### src/rtl/seg7_scan_ctrl.sv
// Four-digit multiplexed 7-segment scan controller with a frame-synchronised display update.
// Optional leading-zero suppression is enabled by defining LEADING_ZERO_BLANK_EN.
module seg7_scan_ctrl #(
    parameter int DWELL_CYC = 62500,
    parameter int BLANK_CYC = 500
) (
    input  logic        clk,
    input  logic        rst_n,
    input  logic        wr_en,
    input  logic [15:0] wr_data,
    input  logic [3:0]  dp_in,
    output logic        wr_ready,
    output logic [3:0]  select,
    output logic [7:0]  selectout,
    output logic        frame_tick
);

    localparam int CNT_MAX = (DWELL_CYC > BLANK_CYC) ? DWELL_CYC : BLANK_CYC;
    localparam int CNT_W   = (CNT_MAX > 1) ? $clog2(CNT_MAX) : 1;
    localparam logic [CNT_W-1:0] BLANK_LAST = CNT_W'(BLANK_CYC - 1);
    localparam logic [CNT_W-1:0] DWELL_LAST = CNT_W'(DWELL_CYC - 1);

    typedef enum logic {
        ST_BLANK,
        ST_SHOW
    } state_t;

    state_t           state_q, state_d;
    logic [1:0]       idx_q, idx_d;
    logic [CNT_W-1:0] cnt_q, cnt_d;
    logic             pend_q, pend_d;
    logic [15:0]      pend_data_q, pend_data_d;
    logic [15:0]      disp_q, disp_d;

    logic [3:0] digit_val;
    logic [6:0] seg_raw;
    logic [6:0] seg;
    logic       suppress;
    logic       show;

    always_ff @(posedge clk or negedge rst_n) begin
        if (!rst_n) begin
            state_q     <= ST_BLANK;
            idx_q       <= 2'd0;
            cnt_q       <= '0;
            pend_q      <= 1'b0;
            pend_data_q <= 16'h0000;
            disp_q      <= 16'hFFFF;
        end else begin
            state_q     <= state_d;
            idx_q       <= idx_d;
            cnt_q       <= cnt_d;
            pend_q      <= pend_d;
            pend_data_q <= pend_data_d;
            disp_q      <= disp_d;
        end
    end

    always_comb begin
        state_d = state_q;
        idx_d   = idx_q;
        cnt_d   = cnt_q + CNT_W'(1);
        case (state_q)
            ST_BLANK: begin
                if (cnt_q == BLANK_LAST) begin
                    state_d = ST_SHOW;
                    cnt_d   = '0;
                end
            end
            ST_SHOW: begin
                if (cnt_q == DWELL_LAST) begin
                    state_d = ST_BLANK;
                    cnt_d   = '0;
                    idx_d   = idx_q + 2'd1;
                end
            end
            default: begin
                state_d = ST_BLANK;
                cnt_d   = '0;
            end
        endcase
    end

    assign frame_tick = (state_q == ST_SHOW) && (idx_q == 2'd3) && (cnt_q == DWELL_LAST);
    assign wr_ready   = ~pend_q;

    // Commit and accept are exclusive because wr_ready is low whenever something is pending.
    always_comb begin
        pend_d      = pend_q;
        pend_data_d = pend_data_q;
        disp_d      = disp_q;
        if (frame_tick && pend_q) begin
            disp_d = pend_data_q;
            pend_d = 1'b0;
        end else if (wr_en && wr_ready) begin
            pend_d      = 1'b1;
            pend_data_d = wr_data;
        end
    end

    always_comb begin
        digit_val = disp_q[idx_q*4 +: 4];
        case (digit_val)
            4'd0:    seg_raw = 7'h40;
            4'd1:    seg_raw = 7'h79;
            4'd2:    seg_raw = 7'h24;
            4'd3:    seg_raw = 7'h30;
            4'd4:    seg_raw = 7'h19;
            4'd5:    seg_raw = 7'h12;
            4'd6:    seg_raw = 7'h02;
            4'd7:    seg_raw = 7'h78;
            4'd8:    seg_raw = 7'h00;
            4'd9:    seg_raw = 7'h10;
            default: seg_raw = 7'h7F;
        endcase
    end

`ifdef LEADING_ZERO_BLANK_EN
    // A digit is suppressed when it and every digit to its left are zero; digit0 always shows.
    always_comb begin
        case (idx_q)
            2'd3:    suppress = (disp_q[15:12] == 4'h0);
            2'd2:    suppress = (disp_q[15:8] == 8'h00);
            2'd1:    suppress = (disp_q[15:4] == 12'h000);
            default: suppress = 1'b0;
        endcase
    end
`else
    assign suppress = 1'b0;
`endif

    assign seg       = suppress ? 7'h7F : seg_raw;
    assign show      = (state_q == ST_SHOW);
    assign select    = show ? ~(4'b0001 << idx_q) : 4'b1111;
    assign selectout = show ? {~dp_in[idx_q], seg} : 8'hFF;

endmodule

### config.mk
export PLATFORM = sky130hd
export DESIGN_NAME = seg7_scan_ctrl
export DESIGN_NICKNAME = d
export VERILOG_FILES = /design/src/rtl/seg7_scan_ctrl.sv
export SDC_FILE = /design/constraint.sdc
export NUM_CORES = 1
export LEC_CHECK = 0
export CORE_ASPECT_RATIO = 0.8
export CORE_MARGIN = 1
export CORE_UTILIZATION = 45
export DETAILED_ROUTE_END_ITERATION = 16
export PLACE_DENSITY = 0.68
export SLEW_MARGIN = 20
export SYNTH_ARGS = -nofsm -noshare
export SYNTH_HDL_FRONTEND = slang
export SYNTH_SLANG_ARGS = --single-unit
### constraint.sdc
create_clock -name clk -period 2.05 [get_ports clk]
set_input_delay 0.205 -clock clk [delete_from_list [all_inputs] [get_ports clk]]
set_output_delay 0.205 -clock clk [all_outputs]
set_load 0.1 [all_outputs]
# Word-level counts from Yosys, hierarchy flattened
# Memories as Yosys holds them, arrays and structs flattened.
# Index checks and enable logic that the tools add are counted.
# word_totals
reg_bits	52
mem_bits_ro	112
inputBits	23
output_inout_bits	14
n_memories	1
# op_classes
addsub	2
magnitude_cmp	1
n_eq_ne	3
shift	2
mux	12
n_bitwise	5
n_reduce_logical	7
# mem_list
name	depth	width	read_ports	rd_clocked_by_memory_dff	wr	line_no	rtl
(no name shown)	16	7	1	0	0	103	case (digit_val)
# ops
cell	n
2-to-1 mux 16 bit	2
one-hot mux 16 bit (2 select lines)	1
adder 16 x 1 -> 16 bit (second input constant)	1
== test 16 bit (second input constant)	1
== test 16 x 9 -> 1 bit (second input constant)	1
variable part select 16 x 5 -> 4 bit	1
2-to-1 mux 8 bit	1
2-to-1 mux 1 bit	5
logical AND 1 bit	4
2-to-1 mux 4 bit	1
NOT 1 bit	4
NOT 4 bit	1
AND reduction 2 bit	2
<< shifter 1 x 2 -> 4 bit (first input constant)	1
less-than comparator 2 x 3 -> 1 bit (second input constant)	1
adder 2 x 1 -> 2 bit (second input constant)	1
binary-select mux 1 bit (select 2 bit)	1
== test 2 bit (second input constant)	1
one-hot mux 1 bit (2 select lines)	1
nonzero test 2 bit	1

# Depth between registers and ports, before layout
# Gate-level depths: netlist of run 1.
# depth
ltp_word	6
mapped_depth	8

# Least setup slack after synthesis of run 1
# No wires, ideal clock.
# synth_timing
kind	register to output
from	reg idx_q[0]
to	out selectout[3]
arrival_time_ps	3712
path_slack_ps	-1867
path_stages_with_launch	8
path_buffers	1
cell_sequence	dfrtp_1 > buf_2 > mux4_2 > inv_1 > ha_1 > inv_1 > mux2i_1 > o21ai_0
# synth_via
elab_chain_len	3
# synth_rtl
item	line_no	rtl
start: declaration	29	logic [1:0] idx_q, idx_d;
start signal: assignment	51	idx_q <= idx_d;
variable part select 16 x 5 -> 4 bit	102	digit_val = disp_q[idx_q*4 +: 4];
memory read (16 x 7 bit)	--	
2-to-1 mux 8 bit	135	assign selectout = show ? {~dp_in[idx_q], seg} : 8'hFF;
end: declaration	14	output logic [7:0] selectout,
# No other way between the ends.

# Final worst setup path of run 1
# layout_timing
from	reg idx_q[0]
to	out selectout[5]
# Same word-level chain as after synthesis.

==> reports/results.ini, run 1 <==
[grt]
antenna_found_initial=0
grt_pass1_wl_um=8728
grtUsageMet1=0.3031
top_usage_layer=met1
grt_use_met2=0.2616
gr-usage-all-layers=0.1921
use_met3=0.04137
first_global_vias=1721
grt_max_degree=28
gr-total-overflow=0

[cells_and_area]
final_cell_area_um2=3660
nets=301
diodes=0
layout_common_cells=dfrtp_1 (35), mux2_2 (24), clkdlybuf4s50_1 (21), nor2_1 (18), buf_4 (17)
drive_above_1_share=0.4944
utilization=0.6624
stdcell_count=347
final-seq-area_um2=1323
fillers=418
final_common_cell=dfrtp_1
areaGrowthSynthToFinish_pct=40.02
multi_input_area_um2=1395

[sta]
setup_viol=8
skew_ns=0.009899
worst_slack_ns=-0.2745
slew_headroom=0.5693
max_slew.worst_pin.slew_ns=0.6461
fin_crit_sh=1.134
rsz0062_at_grt=yes
timing.fmax_mhz=430.2
hold_slack_ns=0.4390
min_period_ns=2.325
final_hold_viol_count=0
drv_slew=0

[routing]
first_pass_iters=4
routed_wl_um=5131
postRouteAntennaNets=0
drc=0
viasPerCell=5.000
num_vias=1735
wl_per_cell_um=14.79
drtIter0Drc=90

[critical_path]
ff2ff_setup_slack_ns=0.11
endpoint_kind=output pin
cpPeakStageDelay_ns=0.50
slowest_stage=mux4_2
arrival_ns=2.12
required_ns=1.85
r2r-end=disp_q[7]
cp_max_fo=3
criticalPathCategory=reg2out
startpoint_type=flop
r2r-start=cnt_q[9]
ff2ff_path_depth=5
crit_chain=buf_6 -> mux4_2 -> buf_4 -> ha_2 -> nor2b_4 -> o31ai_4 -> buf_12

[floorplanning]
die_height_um=70.17
die_area_um2=6119
initial_core_util=0.4731
rows=24
ios=37
coreArea_um2=5525
die_w_um=87.21

[power_and_ir_drop]
p_clk_frac=0.344
ir_drop_mv=0.4238
internal_power_uw=1382
swShare=0.2351
power_frac_seq=0.599
combPwrFrac=0.057
power_density_nw_per_um2=493.6
power.switching_uw=424.6
leakagePower_uw=0.001531

[clock_network]
htree_levels=2
cts-buffers-inserted=5
clk_pin_slew_ns=0.11
clock_sinks=52
cts_buffer_depth=2
cts_tree=built
clock-root-buffer=clkbuf_8
clk-insertion-delay-late_ns=0.32

[synth]
synth-edff-count=0
async_flop_share=1.000
yosysWarnings=0
synth_ff_type=dfrtp_1
synth_cells=209
synth_nets=242
yosysSeqAreaShare=0.5055
syn_area_um2=2614
ys_types=36
avgSynthCellArea_um2=12.51
ys_seq_elements=52

[placement]
gp_congestion=0.8234
port_buffers=36
place_area_um2=3407
dp_cells=332
hpwl_um=3683

[outcome]
violations=setup timing
status=finished with violations

[run]
maxCapViolations=0

[hold_path]
worst_hold_path_type=in2async

-- power by group through the flow --
stage | logic (µW) | clock network, µW | registers, µW
after CTS | 106 | 640 | 1080
final | 103 | 621 | 1080
after detailed placement | 105 | 0 | 1100
after floorplan | 34.3 | 0 | 1090
after global routing | 114 | 684 | 1090
after global placement | 102 | 0 | 1100
-- registers in the layout, indices dropped and copies added, names as in the netlist --
signal and flops:
cnt_q 16, disp_q 16, pend_data_q 16, idx_q 2
pend_q 1, show 1
-- layout make-up --
type / count / share of cell area
sequential: 52 / 0.3614
timing repair buffer: 61 / 0.1969
clock inverter: 3 / 0.006838
multi-input combinational: 140 / 0.3812
tap: 78 / 0.02667
inverter: 8 / 0.008205
clock buffer: 5 / 0.01880
-- cells by family (layout without fill, tap and decap cells) --
| group | Yosys count | in the layout | synth area share |
|---|---|---|---|
| compound gates | 8 | 8 | 0.01819 |
| flops | 52 | 52 | 0.5055 |
| buf+inv | 17 | 77 | 0.03590 |
| simple gates | 67 | 67 | 0.1364 |
| mux | 40 | 40 | 0.2058 |
| xor+xnor | 15 | 15 | 0.05026 |
| fa+ha+maj | 10 | 10 | 0.04787 |
-- routing by layer --
| metal | up-vias | wire [µm] |
|---|---|---|
| met1 | 858 | 2669 |
| li1 | 838 | - |
| met5 | - | 0 |
| met2 | 33 | 2225 |
| met3 | 6 | 195 |
| met4 | 0 | 40 |
-- critical path: cells and delay by family, from the launching register on --
kind                     cells  cell delay (ns)
flip-flops                   1             0.41
AO/OA/AOI/OAI                1             0.08
buffers and inverters        3             0.45
AND/OR/NAND/NOR              1             0.18
multiplexers                 1             0.50
adder cells (fa/ha/maj)      1             0.18
-- metrics by stage --
step	power, µW	worst slack [ns]	setup TNS [ns]
after floorplan	1129	-0.2852	-1.293
after global placement	1201	0.0002418	0
after detailed placement	1207	-0.03109	-0.06834
after CTS	1830	-0.3426	-2.179
after global routing	1886	-0.3747	-2.591
final	1806	-0.2745	-1.790
-- Yosys cell counts, types with 2 or more instances --
library cell,instances,share of area
xnor2_1,10,0.034
nor2_1,19,0.027
ha_1,10,0.048
nand4_1,4,0.0096
and2_1,2,0.0048
nor3_1,3,0.0057
nor2b_1,3,0.0072
o21ai_0,4,0.0077
mux2_4,9,0.052
o31ai_1,2,0.0057
inv_1,8,0.011
dfstp_2,16,0.16
dfrtp_1,36,0.34
mux4_2,5,0.043
xor2_1,5,0.017
nor4b_1,2,0.0067
nand2_1,16,0.023
mux2i_1,2,0.0077
nand3_1,4,0.0077
clkbuf_1,5,0.0072
and3_1,5,0.012
buf_2,2,0.0038
mux2_2,24,0.10
-- worst max path at each step --
stage | start | endpoint | slack, ns
6_report | idx_q[0] | selectout[5] | -0.27
5_1_grt | idx_q[0] | selectout[4] | -0.37
4_1_cts | idx_q[0] | selectout[0] | -0.34
3_5_place_dp | idx_q[0] | selectout[3] | -0.03
3_3_place_gp | idx_q[0] | selectout[3] | 0.0002
2_1_floorplan | idx_q[0] | selectout[5] | -0.29
-- repair_timing --
action	CTS	global route
hold buffers	1	0
resized for setup	20	4
setup endpoints to repair	8	10
hold endpoints to repair	25	0
pin swaps	8	5
setup buffers	4	2
gates cloned	0	0
(Power assumes the default switching activity.)
==> inputs of run 2 (changes only) <==
--- a/config.mk
+++ b/config.mk
@@ -8,6 +8,7 @@
 export CORE_ASPECT_RATIO = 0.8
 export CORE_MARGIN = 1
 export CORE_UTILIZATION = 45
+export CTS_CLUSTER_DIAMETER = 80
 export DETAILED_ROUTE_END_ITERATION = 16
 export PLACE_DENSITY = 0.68
 export SLEW_MARGIN = 20
==> results of run 2 <==
No change in the layout: final DEF, timing and power equal those of run 1.
==> inputs of run 3 (changes only) <==
--- a/config.mk
+++ b/config.mk
@@ -8,6 +8,7 @@
 export CORE_ASPECT_RATIO = 0.8
 export CORE_MARGIN = 1
 export CORE_UTILIZATION = 45
+export CTS_BUF_LIST = sky130_fd_sc_hd__clkbuf_16
 export CTS_CLUSTER_DIAMETER = 80
 export DETAILED_ROUTE_END_ITERATION = 16
 export PLACE_DENSITY = 0.68
==> run 3 against run 2 <==
The flow still finishes with violations (setup timing); maximum frequency up 1.4%; via count up 1.6%; non-clock buffer count unchanged; cell count unchanged; largest cell class unchanged.
==> reports/results.ini, run 3 (synthesized netlist as in run 1, its figures left out) <==
[outcome]
status=finished with violations  ; unchanged
violations=setup timing  ; unchanged

[run]
maxCapViolations=0  ; unchanged

[floorplanning]
initial_core_util=0.4731  ; unchanged
die_height_um=70.17  ; unchanged
ios=37  ; unchanged
die_w_um=87.21  ; unchanged
coreArea_um2=5525  ; unchanged
rows=24  ; unchanged
die_area_um2=6119  ; unchanged

[routing]
drtIter0Drc=131  ; was 90
drc=0  ; unchanged
viasPerCell=5.081  ; was 5.000
wl_per_cell_um=14.90  ; was 14.79 µm
num_vias=1763  ; was 1735
routed_wl_um=5169  ; was 5131 µm
first_pass_iters=4  ; unchanged
postRouteAntennaNets=0  ; unchanged

[sta]
fin_crit_sh=1.118  ; was 1.134
drv_slew=0  ; unchanged
slew_headroom=0.5735  ; was 0.5693
tns_ns=-1.557  ; was -1.790 ns
min_period_ns=2.293  ; was 2.325 ns
max_slew.worst_pin.slew_ns=0.6397  ; was 0.6461 ns
final_hold_viol_count=0  ; unchanged
rsz0062_at_grt=yes  ; unchanged
skew_ns=0.007374  ; was 0.009899 ns
timing.fmax_mhz=436.2  ; was 430.2 MHz
worst_slack_ns=-0.2428  ; was -0.2745 ns
setup_viol=7  ; was 8

[cells_and_area]
final-seq-area_um2=1323  ; unchanged
final_common_cell=dfrtp_1  ; unchanged
areaGrowthSynthToFinish_pct=42.27  ; was 40.02%
layout_common_cells=dfrtp_1 (35), mux2_2 (24), clkdlybuf4s50_1 (21), nor2_1 (18), buf_4 (17)  ; unchanged
diodes=0  ; unchanged
top_regs=cnt_q x16, disp_q x16, pend_data_q x16  ; unchanged
fillers=403  ; was 418
nets=301  ; unchanged
utilization=0.6730  ; was 0.6624
final_cell_area_um2=3719  ; was 3660 µm²
multi_input_area_um2=1398  ; was 1395 µm²
drive_above_1_share=0.4981  ; was 0.4944

[clock_network]
clock_sinks=52  ; unchanged
clk_pin_slew_ns=0.07  ; was 0.11 ns
cts_buffer_depth=2  ; unchanged
cts-buffers-inserted=5  ; unchanged
cts_tree=built  ; unchanged
clk-insertion-delay-late_ns=0.29  ; was 0.32 ns
clock-root-buffer=clkbuf_16  ; was clkbuf_8
htree_levels=2  ; unchanged

[grt]
gr-total-overflow=0  ; unchanged
first_global_vias=1716  ; was 1721
antenna_found_initial=0  ; unchanged
grt_pass1_wl_um=8700  ; was 8728 µm
gr-usage-all-layers=0.1899  ; was 0.1921
grt_max_degree=28  ; unchanged

[hold_path]
hold-path-cell-count=1
worst_hold_path_type=reg2reg  ; was in2async

[placement]
hpwl_um=3683  ; unchanged
place_area_um2=3407  ; unchanged
dp_slack_ns=-0.03109  ; unchanged
gp_congestion=0.8234  ; unchanged
port_buffers=36  ; unchanged

[power_and_ir_drop]
leakagePower_uw=0.001556  ; was 0.001531 µW
power_frac_seq=0.531  ; was 0.599
swShare=0.2189  ; was 0.2351
power_density_nw_per_um2=548.8  ; was 493.6 nW/µm²
p_clk_frac=0.419  ; was 0.344
power.switching_uw=446.6  ; was 424.6 µW
ir_drop_mv=0.3704  ; was 0.4238 mV
internal_power_uw=1594  ; was 1382 µW
combPwrFrac=0.051  ; was 0.057

[critical_path]
required_ns=1.85  ; about the same
endpoint_kind=output pin  ; unchanged
startpoint_type=flop  ; unchanged
arrival_ns=2.09  ; was 2.12 ns
cp_max_fo=3  ; unchanged
ff2ff_path_depth=5  ; unchanged
criticalPathCategory=reg2out  ; unchanged

==> run 3: cell counts in the layout (fill, tap and decap cells not counted) <==
No cell type changed its count.
==> run 3: cell type report <==
class | count | share of cell area
multi-input combinational | 140 | 0.3758
sequential | 52 | 0.3557
timing repair buffer | 61 | 0.1938
clock buffer | 5 | 0.03365
tap | 78 | 0.02624
inverter | 8 | 0.008075
clock inverter | 3 | 0.006729
==> run 3: per-layer routing <==
layer  global-route usage  wire (µm)  vias up
li1                     -          -      842
met1               0.3002       2655      878
met2               0.2625       2274       41
met3              0.04137        215        2
met4              0.04918         25        0
met5                    0          0        -
==> run 3: worst max-delay path: stages, from the launching register on <==
cell and delay (ns):
dfrtp_2 0.40, buf_6 0.11, mux4_2 0.50, inv_2 0.10, ha_4 0.12, nor2b_4 0.17, nand2_1 0.08, o21ai_2 0.08
nand2_4 0.07, buf_12 0.17
==> run 3: worst paths after layout <==
path	start	end	slack (ns)
hold reg to reg	cnt_q[0]	cnt_q[0]	0.46
hold / removal	cnt_q[0]	cnt_q[0]	0.46
min in group asynchronous	rst_n	pend_data_q[5]	0.47
setup reg to reg	cnt_q[9]	disp_q[7]	0.11
setup / recovery	idx_q[0]	selectout[4]	-0.24
max in group asynchronous	rst_n	disp_q[0]	0.94
==> run 3: timing repair <==
item,CTS,global route
hold endpoints to repair,25,0
hold buffers,1,0
pin swaps,7,5
endpoints found under the setup margin,8,13
setup buffers,2,4
gates resized for setup,20,5
==> run 3: power groups by stage <==
| stage | logic, µW | registers [µW] | clock network [µW] |
|---|---|---|---|
| after floorplan | 34.3 | 1090 | 0 |
| after global placement | 102 | 1100 | 0 |
| after detailed placement | 105 | 1100 | 0 |
| after CTS | 106 | 1080 | 876 |
| after global routing | 114 | 1090 | 914 |
| final | 104 | 1080 | 854 |
==> run 3: stage by stage <==
| stage | hold WS, ns | power [µW] | std cells |
|---|---|---|---|
| floorplan | -0.09059 | 1129 | 209 |
| global placement | 0.2624 | 1201 | 332 |
| detailed placement | 0.2682 | 1207 | 332 |
| CTS | 0.4681 | 2065 | 343 |
| global route | 0.5044 | 2116 | 347 |
| finish | 0.4622 | 2041 | 347 |
